### src/rtl/flash_sample_sequencer.sv
// flash_sample_sequencer
// Fetches 32-bit words from the flash read controller, keeping one word
// buffered ahead of the audio path, and plays each word out as two 16-bit
// samples, one per sample_tick. The word address walks forward or backward
// through [START_ADDR, END_ADDR] with wrap-around.
// Optional build macro: FLASH_SEQ_TIMEOUT_EN adds a watchdog on both flash
// wait states; without it the sequencer waits on the controller indefinitely.
module flash_sample_sequencer #(
  parameter logic [22:0] START_ADDR = 23'h000000,
  parameter logic [22:0] END_ADDR   = 23'h07FFFF
) (
  input  logic        clk,
  input  logic        RST,
  input  logic        sample_tick,
  input  logic        play,
  input  logic        dir,
  input  logic        restart,
  output logic [22:0] rd_addr,
  output logic        rd_req,
  input  logic        rd_busy,
  input  logic [31:0] rd_data,
  input  logic        rd_error,
  output logic [15:0] sample_out,
  output logic        sample_valid,
  output logic        underrun,
  output logic        err
);

  typedef enum logic [2:0] {
    ST_IDLE      = 3'd0,
    ST_REQ       = 3'd1,
    ST_WAIT_BUSY = 3'd2,
    ST_WAIT_DONE = 3'd3,
    ST_READY     = 3'd4
  } state_e;

  // Next word address in the playback direction, wrapping at the song ends.
  function automatic logic [22:0] step_addr(input logic [22:0] addr, input logic back);
    logic [22:0] nxt;
    if (back) begin
      if (addr == START_ADDR) nxt = END_ADDR;
      else                    nxt = addr - 23'd1;
    end else begin
      if (addr == END_ADDR)   nxt = START_ADDR;
      else                    nxt = addr + 23'd1;
    end
    return nxt;
  endfunction

  // First word of the song as seen from the given playback direction.
  function automatic logic [22:0] song_start(input logic back);
    return back ? END_ADDR : START_ADDR;
  endfunction

  // Select one 16-bit half of a buffered word.
  function automatic logic [15:0] pick_half(input logic [31:0] word, input logic hi);
    return hi ? word[31:16] : word[15:0];
  endfunction

  state_e      state_q, state_d;
  logic [22:0] rd_addr_q, rd_addr_d;
  logic        rd_req_q, rd_req_d;
  logic [31:0] buf_q, buf_d;
  logic        order_q, order_d;      // 1: high half plays first
  logic        half_q, half_d;        // 0: first half is next, 1: second half is next
  logic [15:0] sample_out_q, sample_out_d;
  logic        sample_valid_q, sample_valid_d;
  logic        underrun_q, underrun_d;
  logic        err_q, err_d;
  logic        rst_pend_q, rst_pend_d; // restart seen while a fetch is in flight

  logic tick_play_s;
  logic in_fetch_s;
  logic fetch_done_s;
  logic abort_s;
  logic complete_s;
  logic restart_pend_s;
  logic restart_now_s;
  logic consume_s;

  assign tick_play_s    = sample_tick & play;
  assign in_fetch_s     = (state_q == ST_REQ) | (state_q == ST_WAIT_BUSY) | (state_q == ST_WAIT_DONE);
  assign fetch_done_s   = (state_q == ST_WAIT_DONE) & ~rd_busy;
  assign complete_s     = fetch_done_s | abort_s;
  assign restart_pend_s = rst_pend_q | restart;
  assign restart_now_s  = restart & ((state_q == ST_IDLE) | (state_q == ST_READY));
  // A restart in the same cycle as a tick suppresses the sample.
  assign consume_s      = (state_q == ST_READY) & tick_play_s & ~restart;

`ifdef FLASH_SEQ_TIMEOUT_EN
  logic [7:0] wd_cnt_q, wd_cnt_d;

  // Count cycles spent waiting on the controller in the current wait state.
  always_comb begin
    wd_cnt_d = 8'd0;
    case (state_q)
      ST_WAIT_BUSY: begin
        if (rd_busy) wd_cnt_d = 8'd0;
        else         wd_cnt_d = wd_cnt_q + 8'd1;
      end
      ST_WAIT_DONE: begin
        if (rd_busy) wd_cnt_d = wd_cnt_q + 8'd1;
        else         wd_cnt_d = 8'd0;
      end
      default: wd_cnt_d = 8'd0;
    endcase
  end

  // Watchdog counter register.
  always_ff @(posedge clk or negedge RST) begin
    if (!RST) wd_cnt_q <= 8'd0;
    else      wd_cnt_q <= wd_cnt_d;
  end

  // Busy never rose within 16 cycles, or busy stayed high for 256 cycles.
  assign abort_s = ((state_q == ST_WAIT_BUSY) & ~rd_busy & (wd_cnt_q == 8'd15)) |
                   ((state_q == ST_WAIT_DONE) &  rd_busy & (wd_cnt_q == 8'd255));
`else
  assign abort_s = 1'b0;
`endif

  // State register.
  always_ff @(posedge clk or negedge RST) begin
    if (!RST) state_q <= ST_IDLE;
    else      state_q <= state_d;
  end

  // Next-state logic for the fetch/playback sequence.
  always_comb begin
    state_d = state_q;
    case (state_q)
      ST_IDLE: begin
        if (restart)       state_d = ST_IDLE;
        else if (!rd_busy) state_d = ST_REQ;
        else               state_d = ST_IDLE;
      end
      ST_REQ: state_d = ST_WAIT_BUSY;
      ST_WAIT_BUSY: begin
        if (abort_s)      state_d = restart_pend_s ? ST_IDLE : ST_READY;
        else if (rd_busy) state_d = ST_WAIT_DONE;
        else              state_d = ST_WAIT_BUSY;
      end
      ST_WAIT_DONE: begin
        if (complete_s) state_d = restart_pend_s ? ST_IDLE : ST_READY;
        else            state_d = ST_WAIT_DONE;
      end
      ST_READY: begin
        if (restart)                state_d = ST_IDLE;
        else if (consume_s & half_q) state_d = ST_IDLE;
        else                        state_d = ST_READY;
      end
      default: state_d = ST_IDLE;
    endcase
  end

  // Output and datapath next values: address, word buffer, samples, flags.
  always_comb begin
    rd_addr_d      = rd_addr_q;
    buf_d          = buf_q;
    order_d        = order_q;
    half_d         = half_q;
    sample_out_d   = sample_out_q;
    sample_valid_d = 1'b0;
    err_d          = err_q;
    rst_pend_d     = rst_pend_q;
    rd_req_d       = (state_d == ST_REQ);

    if (tick_play_s && (state_q != ST_READY)) underrun_d = 1'b1;
    else                                      underrun_d = underrun_q;

    if (restart_now_s) begin
      rd_addr_d  = song_start(dir);
      buf_d      = 32'd0;
      half_d     = 1'b0;
      rst_pend_d = 1'b0;
    end else if (in_fetch_s) begin
      if (complete_s) begin
        rst_pend_d = 1'b0;
        half_d     = 1'b0;
        order_d    = dir;
        if (restart_pend_s) begin
          // Deferred restart: the fetched word is dropped and its error ignored.
          rd_addr_d = song_start(dir);
          buf_d     = 32'd0;
          err_d     = err_q | abort_s;
        end else begin
          buf_d = (fetch_done_s && !rd_error) ? rd_data : 32'd0;
          err_d = err_q | abort_s | (fetch_done_s & rd_error);
        end
      end else begin
        rst_pend_d = restart_pend_s;
      end
    end else if (consume_s) begin
      sample_out_d   = pick_half(buf_q, order_q ^ half_q);
      sample_valid_d = 1'b1;
      if (half_q) begin
        half_d    = 1'b0;
        buf_d     = 32'd0;
        rd_addr_d = step_addr(rd_addr_q, dir);
      end else begin
        half_d = 1'b1;
      end
    end else begin
      rst_pend_d = rst_pend_q;
    end
  end

  // Datapath and output registers.
  always_ff @(posedge clk or negedge RST) begin
    if (!RST) begin
      rd_addr_q      <= START_ADDR;
      rd_req_q       <= 1'b0;
      buf_q          <= 32'd0;
      order_q        <= 1'b0;
      half_q         <= 1'b0;
      sample_out_q   <= 16'd0;
      sample_valid_q <= 1'b0;
      underrun_q     <= 1'b0;
      err_q          <= 1'b0;
      rst_pend_q     <= 1'b0;
    end else begin
      rd_addr_q      <= rd_addr_d;
      rd_req_q       <= rd_req_d;
      buf_q          <= buf_d;
      order_q        <= order_d;
      half_q         <= half_d;
      sample_out_q   <= sample_out_d;
      sample_valid_q <= sample_valid_d;
      underrun_q     <= underrun_d;
      err_q          <= err_d;
      rst_pend_q     <= rst_pend_d;
    end
  end

  assign rd_addr      = rd_addr_q;
  assign rd_req       = rd_req_q;
  assign sample_out   = sample_out_q;
  assign sample_valid = sample_valid_q;
  assign underrun     = underrun_q;
  assign err          = err_q;

endmodule

### config.mk
export PLATFORM = sky130hd
export DESIGN_NAME = flash_sample_sequencer
export DESIGN_NICKNAME = d
export VERILOG_FILES = /design/src/rtl/flash_sample_sequencer.sv
export SDC_FILE = /design/constraint.sdc
export NUM_CORES = 1
export LEC_CHECK = 0
export ABC_CLOCK_PERIOD_IN_PS = 2330
export CAP_MARGIN = 0
export CORE_AREA = 2 2 112 114
export DETAILED_ROUTE_END_ITERATION = 7
export DIE_AREA = 0 0 114 116
export GPL_ROUTABILITY_DRIVEN = 0
export GPL_TIMING_DRIVEN = 0
export PLACE_DENSITY = 0.71
export RECOVER_POWER = 100
export SETUP_SLACK_MARGIN = 0.5
export SLEW_MARGIN = 20
export SYNTH_ARGS = -nofsm -noshare
export SYNTH_HDL_FRONTEND = slang
export SYNTH_SLANG_ARGS = --single-unit
### constraint.sdc
create_clock -name clk -period 2.33 [get_ports clk]
set_input_delay 0.3495 -clock clk [delete_from_list [all_inputs] [get_ports clk]]
set_output_delay 0.3495 -clock clk [all_outputs]
set_load 0.005 [all_outputs]
== Word-level counts from Yosys, hierarchy flattened ==
Index checks and enable logic that the tools add are counted.
Storage, ports and cells
  bits in registers: 81
  memory bits (writable): 0
  bits in latches: 0
  logic and storage cells: 91
  output and inout bits: 43
  memory bits (read-only): 0
  memories: 0
  input port bits: 40
Operators by class
  reduce and logical (&&, ||, !) cells: 14
  shift operators: 0
  $mul: 0
  div/mod/pow operators: 0
  order comparisons: 0
  equality and inequality tests: 9
  bitwise logic cells: 18
  muxes and demuxes: 37
  $add $sub $neg: 2
Operators by type and width (count)
  two-way mux 32 bit: 7
  two-way mux 23 bit: 9
  adder 23 x 1 -> 23 bit (second input constant): 1
  == test 23 x 19 -> 1 bit (second input constant): 1
  zero test 23 bit: 1
  subtractor 23 x 1 -> 23 bit (second input constant): 1
  two-way mux 19 bit: 1
  two-way mux 16 bit: 1
  case mux 3 bit (5 select lines): 1
  two-way mux 1 bit: 14
  two-way mux 3 bit: 4
  AND reduction 3 bit: 3
  AND reduction 4 bit: 2
  bitwise AND 1 bit: 7
  == test 3 x 1 -> 1 bit (second input constant): 2
  == test 3 x 2 -> 1 bit (second input constant): 2
  inequality test 3 x 1 -> 1 bit (second input constant): 2
  nonzero test 3 bit: 2
  inverter 1 bit: 5
  OR 1 bit: 5
  == test 3 bit (second input constant): 1
  zero test 3 bit: 1
  inequality test 3 bit (second input constant): 1
  logical AND 1 bit: 2
  4 further kinds: 4

== Logic depth before layout (Yosys ltp) ==
  depth after elaboration: 8
  mapped depth: 8
  mapped depth without buffers: 7

== Worst setup path after synthesis ==
OpenSTA, ideal clock, no wires.
  path type: register to register
  from: register rd_addr_q[0], in the netlist rd_addr[0]
  to: register rd_addr_q[18], in the netlist rd_addr[18]
  buffers on the path: 1
  setup slack: -0.164 ns
  arrival time: 2.390 ns
  data required time: 2.226 ns
  library setup time: 0.104 ns
  cell stages (with the launch flop): 9
  clock period less this slack: 2.494 ns
  cells stage by stage: dfrtp_1 -> inv_1 -> ha_1 -> or4b_1 -> clkbuf_1 -> or4_4 -> or4_1 -> a31o_1 -> o311ai_1
On the way
  longest elaborated chain between the ends: 7
  elaborated cells on any way between the ends: 11
  classes of those cells: add/sub (2); eq/ne (1); mux (7); reduce/logical (1)
Ends and longest elaborated chain
  from (decl): RTL line 61  | logic [22:0] rd_addr_q, rd_addr_d;
  from (signal assigned): RTL line 222  | rd_addr_q <= rd_addr_d;
  adder 23 x 1 -> 23 bit, or another cell as far along: RTL line 45  | else nxt = addr + 23'd1;
  two-way mux 23 bit, on equally long branches: RTL line 44, 41
  two-way mux 23 bit (*): RTL line 40  | if (back) begin
  two-way mux 23 bit (*): RTL line 196  | if (half_q) begin
  two-way mux 23 bit (*): RTL line 193  | end else if (consume_s) begin
  two-way mux 23 bit (*): RTL line 176  | end else if (in_fetch_s) begin
  two-way mux 23 bit (*): RTL line 171  | if (restart_now_s) begin
Mark *: on every way between the ends. The rest lies on a longest branch, timed or not. The select of a mux whose other input is x is not followed.
A chain may end at the register's enable or synchronous reset.

== Final worst setup path ==
Ends and elaborated chain as after synthesis.

==> impl_metrics.toml <==
[status]
status = "complete, but fails checks"
violations = "negative setup slack"

[sta]
finalClockSkew_ns = 0.006857
tightest_slew_ns = 0.7349
slew_violations = 0
timing.final.crit_share_pct = 105.2
rsz0062_at_grt = "true"
setup_viol = 7
period_minus_slack_ns = 2.452
hold_viol = 0
hold_ws_ns = 0.4531
finalSetupTns_ns = -0.3512
layout_setup_ws_ns = -0.1216
max_freq_mhz = 407.9
slew_headroom_pct = 51.00

[worst_setup_path]
critical_path_arrival_ns = 2.68
critPathKind = "reg -> reg"
ff2ff_path_depth = 8
cp-end-kind = "flip-flop"
critical_path.max_fanout = 2
cp.required_ns = 2.56
r2r_setup_slack_ns = -0.12
r2r_end = "rd_addr[18]"
reg2reg_from = "rd_addr[0]"
worstSetupStartpointType = "flip-flop"

[global_routing]
grt_remaining_overflow = 0
grt_pass1_vias = 4436
antenna_found_initial = 0
grt_max_degree = 55
grt_use_total_pct = 21.87
grt_pass1_wl_mm = 22.80

[floorplanning]
die_area_sq_mm = 0.01322
die_y_um = 116
die_w_um = 114
rows = 40
core-area_sq_mm = 0.01191
initial_core_util_pct = 37.22
ios = 83

[yosys]
synth_edf_count = 0
synthSimpleGateAreaFrac_pct = 17.95
netlist_area_sq_mm = 0.004433
synth_cell_type_count = 62
synth-compound-area-share_pct = 24.05
ys_seq_area_share_pct = 45.72
yosysWarnings = 0
synthTopCellsByArea = "dfrtp_1, a22o_1, a21oi_1, mux2i_1, nor2_1"
synth_top_family_by_area = "compound AO/OA/AOI/OAI gates"
async_reset_ff_share_pct = 100.0
synthAdderAreaFrac_pct = 0.8467
syn_nets = 515
synth_top_area_share_pct = 45.72
muxShareOfSynthArea_pct = 3.839
synthXorXnorAreaFrac_pct = 3.161
synthFlopType = "dfrtp_1"
netlist_top_cells_count = "dfrtp_1, a21oi_1, nor2_1"
synth-seq-cells = 81
yosysMostFrequentCell = "dfrtp_1"
syn_area_per_cell_sq_um = 9.392
synthCells = 472
yosys.area.top_type = "dfrtp_1"

[min_path]
hold_end = "state_q[2]"
worstHoldStart = "restart"
hp-class = "in -> reg"
min_path_cells = 2

[placement]
pre_cts_ws_ns = -0.5188
placed_area_sq_mm = 0.005595
hpwl_mm = 9.129
dpl.cell_count = 701
io_buffers = 81

[route]
routedWlPerCell_um = 19.50
drt_wl_total_mm = 14.93
first_pass_iters = 5
drc_errors = 0
ant_nets = 0
vias = 4612
drtIter0Drc = 462
vias_per_cell = 6.021

[clock_network]
cts_buffers = 9
clk_path_buf_depth = 2
cts_tree = "built"
insertion_delay_ns = 0.34
h-tree-depth = 3
clk_pin_slew_worst_paths_ns = 0.07
cts.sinks = 81
root_buffer = "clkbuf_16"

[final_layout]
drive_gt1_share_pct = 25.53
fillCellCount = 1010
final_util_pct = 56.00
final_area_sq_mm = 0.006670
nets = 657
fin_cells = 766
syn2layout_area_growth_pct = 50.47
diodes = 0

[pwr]
leakage_nw = 2.891
ir_drop_mv = 0.3924
finalPower_mw = 7.565
p_per_area_mw_per_mm2 = 1134

[flow_run]
max_cap_viol_count = 0
==> cell families (layout without fill, tap and decap cells) <==
family | after synthesis | count (layout)
compound gates | 155 | 155
flops | 81 | 81
simple gates | 153 | 153
mux | 17 | 17
buf+inv | 47 | 194
fa+ha+maj | 3 | 3
xor+xnor | 16 | 16
==> critical path: stages (launching register included) <==
cell and delay (ns):
dfrtp_2 0.43, inv_4 0.07, ha_4 0.14, or4b_4 0.46, buf_8 0.14, or4_4 0.41
or4_1 0.42, a31o_1 0.20, o311ai_1 0.07
==> metal layers <==
| metal | track usage [%] | vias up | routed length, um |
|---|---|---|---|
| met1 | 29.29 | 2219 | 6012 |
| met5 | 0 | - | 0 |
| met3 | 3.713 | 68 | 1148 |
| met2 | 35.24 | 266 | 7151 |
| li1 | - | 2059 | - |
| met4 | 9.350 | 0 | 622 |
==> worst max path at each step <==
stage	startpoint	to	slack, ns
detailed placement	restart	rd_addr[19]	-0.52
floorplan	rd_addr[1]	rd_addr[18]	-0.08
global placement	RST	sample_out[7]	-2.03
finish	rd_addr[0]	rd_addr[18]	-0.12
CTS	rd_addr[1]	rd_addr[18]	-0.07
global route	rd_addr[0]	rd_addr[18]	-0.15
==> layout make-up <==
| class | instances | area (sq um) | share of cell area [%] |
|---|---|---|---|
| sequential | 81 | 2029 | 30.43 |
| buffer | 37 | 280.3 | 4.202 |
| clock inverter | 7 | 106.4 | 1.594 |
| tap | 147 | 183.9 | 2.757 |
| clock buffer | 9 | 225.2 | 3.376 |
| multi-input combinational | 344 | 2600 | 38.98 |
| inverter | 10 | 40.04 | 0.6003 |
| timing repair buffer | 131 | 1205 | 18.06 |
==> power breakdown <==
part           switching [mW]  internal (mW)  leakage, nW  total, mW
registers               0.334           1.75         1.06       2.08
logic                    2.09           1.79         1.66       3.88
clock network           0.639          0.961        0.163       1.60
total                    3.06           4.50         2.89       7.57
==> flip-flops by register name, indices dropped and copies added (netlist names) <==
| name | cells |
|---|---|
| rst_pend_q | 1 |
| rd_req | 1 |
| sample_out | 16 |
| state_q | 3 |
| err | 1 |
| buf_q | 32 |
| sample_valid | 1 |
| rd_addr | 23 |
| half_q | 1 |
| order_q | 1 |
| underrun | 1 |
==> cells in the final DEF, fill, tap and decap left out, types with 6 or more instances in the layout <==
master and n:
dfrtp_1 79, dlygate4sd3_1 43, o21ai_1 7, xor2_1 8, clkbuf_2 12, nor3_1 15, buf_4 38, a22o_1 32
buf_8 6, nor2_1 36, nor4_4 8, xnor2_1 7, clkdlybuf4s50_1 36, o21ai_0 14, a21oi_1 36, clkbuf_1 10
inv_1 8, nand4_1 10, o211ai_1 6, buf_6 11, mux2i_1 17, clkbuf_16 9, nand2_1 29
==> repair_timing <==
| action | CTS | global route |
|---|---|---|
| gates resized for setup | 88 | 45 |
| hold buffers | 1 | 0 |
| pin swaps | 22 | 17 |
| hold endpoints to repair | 27 | 0 |
| setup buffers | 39 | 7 |
| gates cloned | 2 | 0 |
| endpoints found under the setup margin | 71 | 70 |
(Power assumes the default switching activity.)
